$ cat config.mk
export PLATFORM = sky130hd
export DESIGN_NAME = uart_bootloader
export DESIGN_NICKNAME = d
export VERILOG_FILES = /design/src/rtl/boot_pkg.sv /design/src/rtl/boot_resp_tx.sv /design/src/rtl/uart_bootloader.sv
export SDC_FILE = /design/constraint.sdc
export NUM_CORES = 1
export LEC_CHECK = 0
export CAP_MARGIN = 5
export CORE_ASPECT_RATIO = 0.9
export CORE_UTILIZATION = 30
export CTS_BUF_LIST = sky130_fd_sc_hd__clkbuf_4 sky130_fd_sc_hd__clkbuf_8
export DETAILED_ROUTE_END_ITERATION = 7
export SLEW_MARGIN = 10
export SYNTH_ARGS = -nofsm -noshare
export SYNTH_HDL_FRONTEND = slang
export SYNTH_SLANG_ARGS = --single-unit
$ cat constraint.sdc
create_clock -name clk -period 2.94 [get_ports clk]
set_input_delay 0.294 -clock clk [delete_from_list [all_inputs] [get_ports clk]]
set_output_delay 0.294 -clock clk [all_outputs]
set_load 0.01 [all_outputs]
$ cat src/rtl/boot_pkg.sv
// Shared definitions for the UART bootloader.
//   state_t   : main FSM state encoding (also exported on dbg_state)
//   CMD_WRITE : frame command that opens a memory-write transfer
//   CMD_RUN   : command that releases the CPU from reset after the ACK
//   RSP_ACK / RSP_NAK : single-byte responses sent back over the UART
package boot_pkg;

  typedef enum logic [3:0] {
    S_IDLE,
    S_ADDR_HI,
    S_ADDR_LO,
    S_LEN_HI,
    S_LEN_LO,
    S_DATA,
    S_CSUM,
    S_RESP_SEND,
    S_RESP_WAIT,
    S_RUN
  } state_t;

  localparam logic [7:0] CMD_WRITE = 8'hA5;
  localparam logic [7:0] CMD_RUN   = 8'h5A;
  localparam logic [7:0] RSP_ACK   = 8'h06;
  localparam logic [7:0] RSP_NAK   = 8'h15;

endpackage

$ cat src/rtl/boot_resp_tx.sv
// Response transmitter: issues the one-cycle trmt pulse, holds tx_data
// stable until the response completes, and waits for tx_done.
// Ports:
//   clk, rst_n   : clock, asynchronous active-low reset
//   i_start      : high for the single RESP_SEND cycle of the main FSM
//   i_byte       : response byte to transmit (valid while i_start)
//   i_tx_done    : UART transmit-complete flag
//   o_trmt       : transmit start pulse to the UART
//   o_tx_data    : byte presented to the UART
//   o_done       : response finished; main FSM may leave RESP_WAIT
module boot_resp_tx (
  input  logic       clk,
  input  logic       rst_n,
  input  logic       i_start,
  input  logic [7:0] i_byte,
  input  logic       i_tx_done,
  output logic       o_trmt,
  output logic [7:0] o_tx_data,
  output logic       o_done
);

  logic [7:0] r_tx_data;
  logic       r_active;
  logic       r_first;   // first wait cycle: tx_done may still be stale

  always_ff @(posedge clk or negedge rst_n) begin
    if (!rst_n) begin
      r_tx_data <= 8'h00;
      r_active  <= 1'b0;
      r_first   <= 1'b0;
    end else if (i_start) begin
      r_tx_data <= i_byte;
      r_active  <= 1'b1;
      r_first   <= 1'b1;
    end else if (r_active) begin
      r_first <= 1'b0;
      if (!r_first && i_tx_done) r_active <= 1'b0;
    end
  end

  assign o_trmt    = i_start;
  // The byte must already be on the bus in the trmt cycle itself.
  assign o_tx_data = i_start ? i_byte : r_tx_data;
  assign o_done    = r_active && !r_first && i_tx_done;

endmodule

$ cat src/rtl/uart_bootloader.sv
// UART bootloader: parses write/run frames from a byte stream, writes
// 32-bit words into instruction memory, answers with ACK/NAK and finally
// releases the CPU from reset.
// Frame: A5 addr_hi addr_lo len_hi len_lo {4 bytes LE per word} csum
//        5A -> ACK, then CPU runs
// Ports:
//   clk, rst_n           : clock, asynchronous active-low reset
//   rx_data, rx_rdy      : received byte and its pending flag
//   clr_rx_rdy           : combinational acknowledge of rx_data
//   tx_data, trmt        : response byte and transmit start pulse
//   tx_done              : UART transmit complete
//   mem_we/addr/wdata    : instruction memory write port
//   cpu_rst_n            : 1 releases the CPU (RUN state only)
//   busy                 : high outside IDLE and RUN
//   dbg_state            : current FSM state for observation
// Optional feature: define BOOT_TIMEOUT_EN to abort a stalled frame with
// NAK after TIMEOUT_CYC cycles without a byte.
// ADDR_W is at most 16 (the frame carries a 16-bit address).
module uart_bootloader
  import boot_pkg::*;
#(
  parameter int ADDR_W      = 14,
  parameter int TIMEOUT_CYC = 20000000
) (
  input  logic              clk,
  input  logic              rst_n,
  input  logic [7:0]        rx_data,
  input  logic              rx_rdy,
  output logic              clr_rx_rdy,
  output logic [7:0]        tx_data,
  output logic              trmt,
  input  logic              tx_done,
  output logic              mem_we,
  output logic [ADDR_W-1:0] mem_addr,
  output logic [31:0]       mem_wdata,
  output logic              cpu_rst_n,
  output logic              busy,
  output state_t            dbg_state
);

  state_t            r_state, w_next;
  logic [7:0]        r_addr_hi, r_len_hi, r_csum, r_resp;
  logic [ADDR_W-1:0] r_base;
  logic [15:0]       r_len, r_word_idx;
  logic [1:0]        r_byte_idx;
  logic [23:0]       r_word;     // first three bytes of the current word
  logic              r_run_ack;  // response in flight is the CMD_RUN ACK
  logic              r_mem_we;
  logic [ADDR_W-1:0] r_mem_addr;
  logic [31:0]       r_mem_wdata;
  logic              w_accept, w_timeout, w_resp_done, w_in_frame, w_resp_start;

  // A byte is taken in every state except while a response is in flight;
  // gating with rst_n keeps the acknowledge low during reset.
  assign w_accept     = rst_n && rx_rdy &&
                        (r_state != S_RESP_SEND) && (r_state != S_RESP_WAIT);
  assign w_in_frame   = (r_state >= S_ADDR_HI) && (r_state <= S_CSUM);
  assign w_resp_start = (r_state == S_RESP_SEND);

`ifdef BOOT_TIMEOUT_EN
  logic [31:0] r_to_cnt;
  always_ff @(posedge clk or negedge rst_n) begin
    if (!rst_n)                      r_to_cnt <= '0;
    else if (!w_in_frame || w_accept) r_to_cnt <= '0;
    else                             r_to_cnt <= r_to_cnt + 32'd1;
  end
  assign w_timeout = w_in_frame && !w_accept && (r_to_cnt == 32'(TIMEOUT_CYC - 1));
`else
  logic w_unused_timeout_cfg;
  assign w_unused_timeout_cfg = (TIMEOUT_CYC == 0) | w_in_frame;
  assign w_timeout = 1'b0;
`endif

  always_ff @(posedge clk or negedge rst_n) begin
    if (!rst_n) r_state <= S_IDLE;
    else        r_state <= w_next;
  end

  always_comb begin
    w_next = r_state;
    case (r_state)
      S_IDLE: if (w_accept) begin
        if (rx_data == CMD_WRITE)    w_next = S_ADDR_HI;
        else if (rx_data == CMD_RUN) w_next = S_RESP_SEND;
      end
      S_ADDR_HI: if (w_accept) w_next = S_ADDR_LO;
      S_ADDR_LO: if (w_accept) w_next = S_LEN_HI;
      S_LEN_HI:  if (w_accept) w_next = S_LEN_LO;
      S_LEN_LO:  if (w_accept) w_next = ({r_len_hi, rx_data} == 16'd0) ? S_CSUM : S_DATA;
      S_DATA:    if (w_accept && (r_byte_idx == 2'd3) && ((r_word_idx + 16'd1) == r_len))
                   w_next = S_CSUM;
      S_CSUM:    if (w_accept) w_next = S_RESP_SEND;
      S_RESP_SEND: w_next = S_RESP_WAIT;
      S_RESP_WAIT: if (w_resp_done) w_next = r_run_ack ? S_RUN : S_IDLE;
      S_RUN:     w_next = S_RUN;
      default:   w_next = S_IDLE;
    endcase
    if (w_timeout) w_next = S_RESP_SEND;
  end

  always_ff @(posedge clk or negedge rst_n) begin
    if (!rst_n) begin
      r_addr_hi   <= '0;
      r_len_hi    <= '0;
      r_csum      <= '0;
      r_resp      <= '0;
      r_base      <= '0;
      r_len       <= '0;
      r_word_idx  <= '0;
      r_byte_idx  <= '0;
      r_word      <= '0;
      r_run_ack   <= 1'b0;
      r_mem_we    <= 1'b0;
      r_mem_addr  <= '0;
      r_mem_wdata <= '0;
    end else begin
      r_mem_we <= 1'b0;
      if (w_accept) begin
        case (r_state)
          S_IDLE: begin
            if (rx_data == CMD_WRITE) begin
              r_csum     <= '0;
              r_run_ack  <= 1'b0;
              r_word_idx <= '0;
              r_byte_idx <= '0;
              r_word     <= '0;
            end else if (rx_data == CMD_RUN) begin
              r_resp    <= RSP_ACK;
              r_run_ack <= 1'b1;
            end
          end
          S_ADDR_HI: begin
            r_addr_hi <= rx_data;
            r_csum    <= r_csum + rx_data;
          end
          S_ADDR_LO: begin
            r_base <= ADDR_W'({r_addr_hi, rx_data});
            r_csum <= r_csum + rx_data;
          end
          S_LEN_HI: begin
            r_len_hi <= rx_data;
            r_csum   <= r_csum + rx_data;
          end
          S_LEN_LO: begin
            r_len  <= {r_len_hi, rx_data};
            r_csum <= r_csum + rx_data;
          end
          S_DATA: begin
            r_csum     <= r_csum + rx_data;
            r_byte_idx <= r_byte_idx + 2'd1;
            if (r_byte_idx == 2'd3) begin
              // Address wraps modulo 2^ADDR_W by construction.
              r_mem_we    <= 1'b1;
              r_mem_addr  <= r_base + ADDR_W'(r_word_idx);
              r_mem_wdata <= {rx_data, r_word};
              r_word_idx  <= r_word_idx + 16'd1;
            end else begin
              r_word <= {rx_data, r_word[23:8]};
            end
          end
          S_CSUM: r_resp <= (rx_data == r_csum) ? RSP_ACK : RSP_NAK;
          default: ;
        endcase
      end
      if (w_timeout) r_resp <= RSP_NAK;
    end
  end

  boot_resp_tx u_resp_tx (
    .clk       (clk),
    .rst_n     (rst_n),
    .i_start   (w_resp_start),
    .i_byte    (r_resp),
    .i_tx_done (tx_done),
    .o_trmt    (trmt),
    .o_tx_data (tx_data),
    .o_done    (w_resp_done)
  );

  assign clr_rx_rdy = w_accept;
  assign mem_we     = r_mem_we;
  assign mem_addr   = r_mem_addr;
  assign mem_wdata  = r_mem_wdata;
  assign cpu_rst_n  = (r_state == S_RUN);
  assign busy       = (r_state != S_IDLE) && (r_state != S_RUN);
  assign dbg_state  = r_state;

endmodule

==> impl_results.rst, run 1 <==
.. list-table::
   :header-rows: 1

   * - Metric
     - Value
   * - Result of the run
     - complete, no violations
   * - Aggregate routed wire length
     - 18.9 mm
   * - Setup CP Type
     - reg -> out
   * - Nets in the synthesized netlist
     - 801
   * - Peak ir drop on the vdd network
     - 192 µV
   * - Post-layout utilization of the core
     - 0.373
   * - IO Pins
     - 75
   * - Antenna violations before repair
     - 0
   * - Commonest cells post-synth
     - sky130_fd_sc_hd__nand2_1 (179), sky130_fd_sc_hd__dfrtp_1 (159), sky130_fd_sc_hd__mux2_2 (42)
   * - Wire length of the first global-routing pass
     - 30.8 mm
   * - Startpoint kind of the worst setup timing path
     - flip-flop
   * - Worst path setup slack after routing
     - 212 ps
   * - Cells taking the most area after synthesis
     - sky130_fd_sc_hd__dfrtp_1 (52%), sky130_fd_sc_hd__nand2_1 (8.7%), sky130_fd_sc_hd__mux2_2 (6.1%)
   * - Worst min-delay path class
     - reg -> reg
   * - GRT Resource Usage Total
     - 0.151
   * - Yosys cell types
     - 61
   * - Worst Path Max Fanout
     - 9
   * - Total negative slack
     - 0 ps
   * - Level count of the clock H-tree
     - 4
   * - Worst-case setup slack after placement
     - 166 ps
   * - Layout fillers
     - 2559
   * - Layout cell share with drive strength beyond 1
     - 0.142
   * - Layout Skew
     - 14.4 ps
   * - Yosys synthesis warning count
     - 0
   * - Clock root buffer
     - sky130_fd_sc_hd__clkbuf_8
   * - Leakage power
     - 4.34 nW
   * - TritonCTS clock tree
     - yes
   * - Power density cells
     - 426 nW/µm²
   * - Data arrival at the endpoint of the critical path
     - 2430 ps
   * - Diodes inserted
     - 0
   * - Overall overflow remaining after global route
     - 0
   * - Async SR Flop Fraction
     - 1.00
   * - FMAX
     - 0.367 GHz
   * - Start point of the critical path
     - dbg_state[3]
   * - Unrepaired setup endpoints after global routing
     - false
   * - Final antenna-violating net count
     - 0
   * - Post-DP HPWL
     - 13.2 mm
   * - Die W
     - 171 µm
   * - Placer's final routability congestion estimate
     - 0.838
   * - Vias per cell
     - 4.87
   * - Headroom to the max-slew limit
     - 0.509
   * - Required time worst endpoint
     - 2650 ps
   * - Beginning of the worst register-to-register path
     - r_word_idx[0]
   * - Rows
     - 55
   * - Clock period minus worst slack
     - 2730 ps
   * - Post-synth EDFFs
     - 0
   * - Area delta synth->final
     - 21.9%
   * - Predominant post-synthesis flop cell
     - sky130_fd_sc_hd__dfrtp_1
   * - Height of the die
     - 154 µm
   * - Post-Syn Instances
     - 765
   * - Maximum clock path buffer count
     - 2
   * - Share of the synthesized area in the top cell type
     - 0.516
   * - Total number of nets in the final design
     - 891
   * - Post-synthesis instance area
     - 7700 µm²
   * - Cell taking the most area after synthesis
     - sky130_fd_sc_hd__dfrtp_1
   * - Setup fix buffers added after clock tree synthesis
     - 0
   * - Largest net degree at the start of global routing
     - 115
   * - Number of global-route vias before repair
     - 5710
   * - Source of the worst hold timing path
     - u_resp_tx.r_tx_data[2]
   * - Share of the yosys chip area belonging to registers
     - 0.516
   * - Transition time of the tightest slew-check pin
     - 736 ps
   * - Routed WL per cell
     - 15.7 µm
   * - Final critical-path share of the clock period
     - 0.928
   * - Count of TritonRoute iterations in the first routing pass
     - 5
   * - Kind of end point of the critical path
     - primary output
   * - Top-count cell post-synth
     - sky130_fd_sc_hd__nand2_1
   * - Number of failing hold endpoints at the final stage
     - 0
   * - Clock sink count
     - 159
   * - Total count of max-transition violations in the final report
     - 0
   * - Drc violations
     - 0
   * - Count of maximum capacitance violations
     - 0
   * - Die ar.
     - 26300 µm²
   * - Post-synthesis register bit count
     - 159
   * - Placeable core region
     - 25200 µm²
   * - Total setup violations reported at the end of the flow
     - 0
   * - Worst hold slack after final layout
     - 478 ps
   * - Clock-pin slew on the worst setup and hold paths
     - 90 ps
   * - Avg Synthesized Cell Area
     - 10.1 µm²
   * - Starting utilization of the core area
     - 0.306
   * - Insertion delay to the later sink of the worst-skew pair
     - 460 ps
   * - Via count
     - 5896
   * - Total of buffers placed on input and output ports
     - 74
   * - Clock buffers created by TritonCTS
     - 17
   * - Number of DRC violations after detailed-routing iteration 0
     - 426
[state kept, by name, summed over array words and instances, names as in the netlist]
register	count
u_resp_tx.r_first	1
mem_addr	14
mem_we	1
r_csum	8
r_addr_hi	6
u_resp_tx.r_active	1
r_len_hi	8
dbg_state	4
r_run_ack	1
r_word_idx	16
u_resp_tx.r_tx_data	8
r_byte_idx	2
r_len	16
mem_wdata	32
r_word	24
r_resp	3
r_base	14
[path summary, 6_finish.rpt]
check	to	slack, ps	cells after the start
min in group asynchronous	mem_wdata[2]	540	3
min	u_resp_tx.r_tx_data[2]	480	2
min reg2reg	u_resp_tx.r_tx_data[2]	480	2
max in group asynchronous	r_len_hi[1]	1310	4
max reg2reg	mem_addr[12]	230	10
max	clr_rx_rdy	210	6
[critical path: stages (launching register included)]
cell and delay, ps:
sky130_fd_sc_hd__dfrtp_1 510, sky130_fd_sc_hd__nor2b_2 100, sky130_fd_sc_hd__nand3_4 140, sky130_fd_sc_hd__inv_4 80, sky130_fd_sc_hd__or3_1 460, sky130_fd_sc_hd__clkinv_4 130, sky130_fd_sc_hd__clkdlybuf4s50_1 560
[placed cells by master, fill, tap and decap left out, types with 4 or more instances in the layout]
master,count
sky130_fd_sc_hd__a211oi_1,4
sky130_fd_sc_hd__a21oi_1,21
sky130_fd_sc_hd__a22o_1,29
sky130_fd_sc_hd__a31oi_1,7
sky130_fd_sc_hd__and3_1,7
sky130_fd_sc_hd__buf_4,27
sky130_fd_sc_hd__clkbuf_8,17
sky130_fd_sc_hd__clkdlybuf4s50_1,73
sky130_fd_sc_hd__clkinvlp_4,5
sky130_fd_sc_hd__dfrtp_1,158
sky130_fd_sc_hd__ha_1,22
sky130_fd_sc_hd__inv_1,21
sky130_fd_sc_hd__inv_8,4
sky130_fd_sc_hd__mux2_2,42
sky130_fd_sc_hd__nand2_1,178
sky130_fd_sc_hd__nand2b_1,4
sky130_fd_sc_hd__nand3_1,12
sky130_fd_sc_hd__nand4_1,11
sky130_fd_sc_hd__nor2_1,30
sky130_fd_sc_hd__nor2b_1,9
sky130_fd_sc_hd__nor3_1,9
sky130_fd_sc_hd__nor4_1,7
sky130_fd_sc_hd__o21ai_0,41
sky130_fd_sc_hd__o21ai_1,7
sky130_fd_sc_hd__o22ai_1,4
sky130_fd_sc_hd__o31ai_1,12
sky130_fd_sc_hd__o41ai_1,5
sky130_fd_sc_hd__or4_1,4
sky130_fd_sc_hd__xnor2_1,24
sky130_fd_sc_hd__xor2_1,11
[repair_timing]
action | 4_1_cts | 5_1_grt
setup endpoints to repair | 0 | 1
endpoints found under the hold margin | 45 | 0
gates resized for setup | 0 | 2
hold buffers | 1 | 0
[area by class of cell]
cell class              count  area (µm²)  area share
clock inverters            14         148      0.0157
well taps                 342         428      0.0456
flip-flops and latches    159        3980       0.424
inverters                  24        97.6      0.0104
multi-input cells         548        3480       0.371
clock buffers              18         241      0.0257
repair buffers            105        1010       0.108
[report_power, final]
| group | internal [mW] | switching, mW |
|---|---|---|
| Combinational | 0.0589 | 0.109 |
| Sequential | 2.20 | 0.00854 |
| Clock | 0.709 | 0.919 |
[kinds of logic after synthesis]
logic type      Yosys count  share of synthesized area
simple gates            294                      0.175
compound gates          150                      0.130
flops                   159                      0.516
buf+inv                  58                     0.0325
xor+xnor                 35                     0.0398
mux                      45                     0.0653
fa+ha+maj                24                     0.0409
[per-layer routing]
| metal | track usage | wire [µm] | up-vias |
|---|---|---|---|
| met2 | 0.235 | 8740 | 113 |
| met5 | 0 | 0 | - |
| li1 | - | - | 2878 |
| met1 | 0.215 | 9260 | 2892 |
| met3 | 0.0342 | 779 | 13 |
| met4 | 0.0302 | 161 | 0 |
[metrics by stage]
step                cells  power [mW]  instance area [µm²]
floorplan             765        2.30                 7700
global placement     1177        2.42                 8990
detailed placement   1177        2.42                 8990
CTS                  1210        4.06                 9390
global route         1210        4.17                 9390
finish               1210        4.00                 9390
Note: power is estimated with default switching activity, not from simulation.
==> run 2: changes to the inputs <==
CORE_UTILIZATION = 50   (was 30)
PLACE_DENSITY = 0.71   (was not set)
clock period = 2.95 ns   (was 2.94 ns; I/O delays follow)
==> run 2 against run 1 <==
Sequential cell count stayed put. Power grew 0.72%. Global-route usage rose by 9.3 points. Worst hold slack lost 13 ps. Via count is 3.1% higher. Cell area fell by 2.0%. Final cell count decreased by 12%. Largest cell class unchanged.
==> impl_results.rst, run 2 (synthesized netlist as in run 1, its figures left out) <==
.. list-table::
   :header-rows: 1

   * - Metric
     - Value
   * - Result of the run
     - complete, no violations
   * - Clock root buffer
     - sky130_fd_sc_hd__clkbuf_8
   * - Number of global-route vias before repair
     - 5815
   * - Area delta synth->final
     - 19.5%
   * - Die ar.
     - 15900 µm²
   * - Sum of internal, switching and leakage power
     - 4.03 mW
   * - FMAX
     - 0.357 GHz
   * - Final critical-path share of the clock period
     - 0.949
   * - Starting utilization of the core area
     - 0.518
   * - Most used cells in the layout excluding fill and tap cells
     - sky130_fd_sc_hd__nand2_1 (178), sky130_fd_sc_hd__dfrtp_1 (158), sky130_fd_sc_hd__clkdlybuf4s50_1 (73), sky130_fd_sc_hd__mux2_2 (42), sky130_fd_sc_hd__o21ai_0 (41)
   * - Seq. cell area
     - 3980 µm²
   * - Layout cell share with drive strength beyond 1
     - 0.143
   * - Count of TritonRoute iterations in the first routing pass
     - 5
   * - TritonCTS clock tree
     - yes
   * - Area of the multi-input gates
     - 3490 µm²
   * - Routed WL per cell
     - 17.1 µm
   * - Master of the slowest instance on the critical path
     - sky130_fd_sc_hd__dfrtp_1
   * - Clock sink count
     - 159
   * - Worst min-delay path class
     - in -> reg
   * - Die W
     - 133 µm
   * - Setup fix buffers added after clock tree synthesis
     - 0
   * - Final antenna-violating net count
     - 0
   * - Clock buffers created by TritonCTS
     - 17
   * - Count of maximum capacitance violations
     - 0
   * - Level count of the clock H-tree
     - 4
   * - Post-layout utilization of the core
     - 0.619
   * - Flip-flop count of the largest register, all copies and words added
     - 32
   * - Leading cell type in the layout, fill and taps excluded
     - sky130_fd_sc_hd__nand2_1
   * - Peak ir drop on the vdd network
     - 322 µV
   * - Insertion delay to the later sink of the worst-skew pair
     - 470 ps
   * - Headroom to the max-slew limit
     - 0.371
   * - Rows
     - 42
   * - Transition time of the tightest slew-check pin
     - 944 ps
   * - Maximum clock path buffer count
     - 2
   * - Unrepaired setup endpoints after global routing
     - false
   * - Power density cells
     - 437 nW/µm²
   * - Setup CP Type
     - reg -> out
   * - Wire length of the first global-routing pass
     - 30.0 mm
   * - Final instance area
     - 9210 µm²
   * - Drc violations
     - 0
   * - Data arrival at the endpoint of the critical path
     - 2500 ps
   * - Largest net degree at the start of global routing
     - 74
   * - Layout fillers
     - 1253
   * - Worst Path Max Fanout
     - 14
   * - Placement Cell Area
     - 8780 µm²
   * - Total negative slack
     - 0 ps
   * - Post-DP HPWL
     - 13.0 mm
   * - Kind of end point of the critical path
     - primary output
   * - Delay of the slowest cell on the worst path
     - 580 ps
   * - Total of buffers placed on input and output ports
     - 74
   * - Overall overflow remaining after global route
     - 0
   * - Number of failing hold endpoints at the final stage
     - 0
   * - Aggregate routed wire length
     - 18.2 mm
   * - Total number of nets in the final design
     - 892
   * - Placer's final routability congestion estimate
     - 0.876
   * - Cell-by-cell listing of the critical path
     - nand3_4 > inv_4 > or3_1 > clkinv_4 > clkdlybuf4s50_1
   * - Total setup violations reported at the end of the flow
     - 0
   * - Diodes inserted
     - 0
   * - Via count
     - 6081
   * - Vias per cell
     - 5.70
   * - IO Pins
     - 75
   * - Clock-pin slew on the worst setup and hold paths
     - 90 ps
   * - Worst hold slack after final layout
     - 465 ps
   * - Antenna violations before repair
     - 0
   * - Number of DRC violations after detailed-routing iteration 0
     - 456
   * - GRT Resource Usage Total
     - 0.244
   * - Leakage power
     - 4.36 nW
   * - Height of the die
     - 120 µm
   * - Clock period minus worst slack
     - 2800 ps
   * - Required time worst endpoint
     - 2650 ps
   * - Total count of max-transition violations in the final report
     - 0
   * - Placeable core region
     - 14900 µm²
   * - Startpoint kind of the worst setup timing path
     - flip-flop
   * - Layout Skew
     - 11.7 ps
## run 2: cell types whose count changed in the layout (fill, tap and decap cells not counted), sizes merged
cell	before	now
clkinvlp	5	3
clkinv	2	3
inv	30	28
clkbuf	18	19
buf	31	32
bufinv	1	2
## run 2: cell type report
cell class,instances,share of cell area
inverters,24,0.0106
clock buffers,19,0.0277
multi-input cells,548,0.379
well taps,198,0.0269
clock inverters,12,0.0164
repair buffers,106,0.107
flip-flops and latches,159,0.432
## run 2: path summary, 6_finish.rpt
path,cells past startpoint,startpoint,slack (ps),to
max,5,dbg_state[0],150,clr_rx_rdy
min,4,tx_done,460,u_resp_tx.r_active
max reg2reg,7,r_word_idx[2],290,dbg_state[0]
min reg2reg,1,r_resp[2],470,r_resp[2]
max in group asynchronous,4,rst_n,1070,r_word_idx[0]
min in group asynchronous,3,rst_n,480,r_word[1]
## run 2: what timing repair did
action / in CTS / in global routing
endpoints found under the hold margin: 41 / 0
resized for setup: 0 / 3
endpoints found under the setup margin: 0 / 1
hold buffers: 1 / 0
## run 2: per-stage QoR
step | cells | setup slack [ps]
floorplan | 765 | 468
global placement | 1034 | 243
detailed placement | 1034 | 179
CTS | 1066 | 145
global route | 1066 | 61.6
finish | 1066 | 151
## run 2: where the power goes
group | switching [mW] | total [mW] | internal, mW | leakage, nW
clock network | 0.864 | 1.67 | 0.802 | 0.198
registers | 0.00870 | 2.20 | 2.19 | 2.19
logic | 0.109 | 0.166 | 0.0567 | 1.97
## run 2: routing by layer
layer	GRT usage	up-vias	part of all wire
li1	-	2870	-
met1	0.334	3009	0.46
met2	0.384	172	0.47
met3	0.0541	30	0.045
met4	0.0833	0	0.022
met5	0	-	0
## run 2: critical path, delay by kind of cell, from the launching register on
family                 cells  cell delay [ps]
AND/OR/NAND/NOR            2              680
buffers and inverters      3              760
flip-flops                 1              580
==> run 3: changes to the inputs <==
DONT_BUFFER_PORTS = 1   (was not set)
PLACE_DENSITY = not set   (was 0.71)
==> run 3 against run 2 <==
The run now ends with hold timing left. Worst setup slack better by 38 ps. Via count is 7.5% lower. Critical endpoint is now mem_addr[12]. Die area unchanged.
==> impl_results.rst, run 3 (synthesized netlist as in run 1, its figures left out) <==
.. list-table::
   :header-rows: 1

   * - Metric
     - Value
   * - Transition time of the tightest slew-check pin
     - 584 ps
   * - Unrepaired setup endpoints after global routing
     - false
   * - Flip-flop count of the largest register, all copies and words added
     - 32
   * - Overall overflow remaining after global route
     - 0
   * - Area delta synth->final
     - 9.95%
   * - Number of failing hold endpoints at the final stage
     - 159
   * - Antenna violations before repair
     - 0
   * - Headroom to the max-slew limit
     - 0.606
   * - TritonCTS clock tree
     - yes
   * - Result of the run
     - complete, but fails checks
   * - Post-DP HPWL
     - 11.9 mm
   * - Maximum clock path buffer count
     - 2
   * - Master of the slowest instance on the critical path
     - sky130_fd_sc_hd__dfrtp_1
   * - Worst Path Max Fanout
     - 8
   * - Rows
     - 42
   * - Layout cell share with drive strength beyond 1
     - 0.139
   * - Startpoint kind of the worst setup timing path
     - flip-flop
   * - Peak ir drop on the vdd network
     - 338 µV
   * - Clock buffers created by TritonCTS
     - 17
   * - Clock period minus worst slack
     - 2760 ps
   * - R2r setup slk
     - 190 ps
   * - Wire length of the first global-routing pass
     - 29.4 mm
   * - Vias per cell
     - 5.68
   * - Filler-free cell count of the finished design
     - 990
   * - Total count of max-transition violations in the final report
     - 0
   * - Delay of the slowest cell on the worst path
     - 490 ps
   * - Setup fix buffers added after clock tree synthesis
     - 0
   * - Leakage power
     - 4.09 nW
   * - Placeable core region
     - 14900 µm²
   * - Post-Place Cells
     - 949
   * - Diodes inserted
     - 0
   * - Most used cells in the layout excluding fill and tap cells
     - sky130_fd_sc_hd__nand2_1 (178), sky130_fd_sc_hd__dfrtp_1 (159), sky130_fd_sc_hd__mux2_2 (42), sky130_fd_sc_hd__o21ai_0 (41), sky130_fd_sc_hd__nor2_1 (30)
   * - Largest net degree at the start of global routing
     - 161
   * - Die ar.
     - 15900 µm²
   * - Drc violations
     - 0
   * - R2r worst-path depth
     - 10
   * - Layout Skew
     - 17.5 ps
   * - Clock-pin slew on the worst setup and hold paths
     - 110 ps
   * - FMAX
     - 0.362 GHz
   * - Data arrival at the endpoint of the critical path
     - 3130 ps
   * - # resized after CTS
     - 0
   * - Routed WL per cell
     - 18.2 µm
   * - Total of buffers placed on input and output ports
     - 0
   * - Count of TritonRoute iterations in the first routing pass
     - 5
   * - Final antenna-violating net count
     - 0
   * - Via count
     - 5623
   * - Die W
     - 133 µm
   * - Aggregate routed wire length
     - 18.0 mm
   * - Required time worst endpoint
     - 3320 ps
   * - Sum of internal, switching and leakage power
     - 3.93 mW
   * - Clock sink count
     - 159
   * - Seq. cell area
     - 3980 µm²
   * - Power density cells
     - 464 nW/µm²
   * - Layout fillers
     - 1271
   * - Cell-by-cell listing of the critical path
     - ha_1 > inv_1 > fa_1 > nor2b_1 > o21bai_1 > a311oi_1 > nor4b_1 > o41ai_1 > nand2_1 > a31o_2
   * - Number of hold-repair buffers added at the cts stage
     - 9
   * - Worst hold slack after final layout
     - -491 ps
   * - GRT Resource Usage Total
     - 0.240
   * - Area of the multi-input gates
     - 3480 µm²
   * - Height of the die
     - 120 µm
   * - Kind of end point of the critical path
     - flip-flop
   * - Post-layout utilization of the core
     - 0.570
   * - Clock root buffer
     - sky130_fd_sc_hd__clkbuf_8
   * - Number of global-route vias before repair
     - 5449
   * - Setup CP Type
     - reg -> reg
   * - Total number of nets in the final design
     - 815
   * - Failing checks
     - hold timing
   * - IO Pins
     - 75
   * - Total setup violations reported at the end of the flow
     - 0
   * - Insertion delay to the later sink of the worst-skew pair
     - 470 ps
   * - Total negative slack
     - 0 ps
   * - Final critical-path share of the clock period
     - 0.936
   * - Count of maximum capacitance violations
     - 0
   * - Starting utilization of the core area
     - 0.518
   * - Number of DRC violations after detailed-routing iteration 0
     - 531
   * - Leading cell type in the layout, fill and taps excluded
     - sky130_fd_sc_hd__nand2_1
   * - Placer's final routability congestion estimate
     - 0.905
   * - Level count of the clock H-tree
     - 4
   * - Worst min-delay path class
     - in -> async
run 3: cell count changes in the layout (fill, tap and decap cells not counted), sizes merged, moves of 3 or more:
cell           change
clkdlybuf4s50     -73
clkinv             +4
buf               -12
inv                +3
dlygate4sd3        +8
run 3: worst paths after layout:
kind / from / to
setup / recovery: r_word_idx[0] / mem_addr[12]
hold / removal: rst_n / mem_addr[7]
setup reg to reg: r_word_idx[0] / mem_addr[12]
hold reg to reg: u_resp_tx.r_active / u_resp_tx.r_first
max in group asynchronous: rst_n / r_run_ack
min in group clk: rx_data[7] / r_csum[7]
run 3: critical path: cells and delay by family, from the launching register on:
family | cells | cell delay, ps
AO/OA/AOI/OAI | 4 | 1140
adder cells (fa/ha/maj) | 2 | 630
flip-flops | 1 | 490
AND/OR/NAND/NOR | 3 | 360
buffers and inverters | 1 | 60
run 3: per-stage QoR:
| step | hold slack, ps | cell area (µm²) | setup WS, ps |
|---|---|---|---|
| floorplan | -0.591 | 7700 | 468 |
| global placement | 3.53 | 7970 | 293 |
| detailed placement | 4.15 | 7970 | 213 |
| CTS | -515 | 8470 | 189 |
| global route | -527 | 8470 | 25.1 |
| finish | -491 | 8470 | 189 |
run 3: layout make-up:
type,instances,area share
sequential,159,0.470
multi-input combinational,548,0.411
clock buffer,17,0.0276
timing repair buffer,29,0.0298
inverter,24,0.0115
clock inverter,15,0.0216
tap,198,0.0292
run 3: routing by layer:
| layer | GRT usage | wire length [µm] |
|---|---|---|
| met1 | 0.339 | 8640 |
| met2 | 0.363 | 8140 |
| met3 | 0.0596 | 944 |
| met4 | 0.0769 | 308 |
| met5 | 0 | 0 |
run 3: power breakdown:
part	internal [mW]	switching (mW)
sequential	2.19	0.00840
clock	0.655	0.985
combinational	0.0400	0.0574
total	2.88	1.05
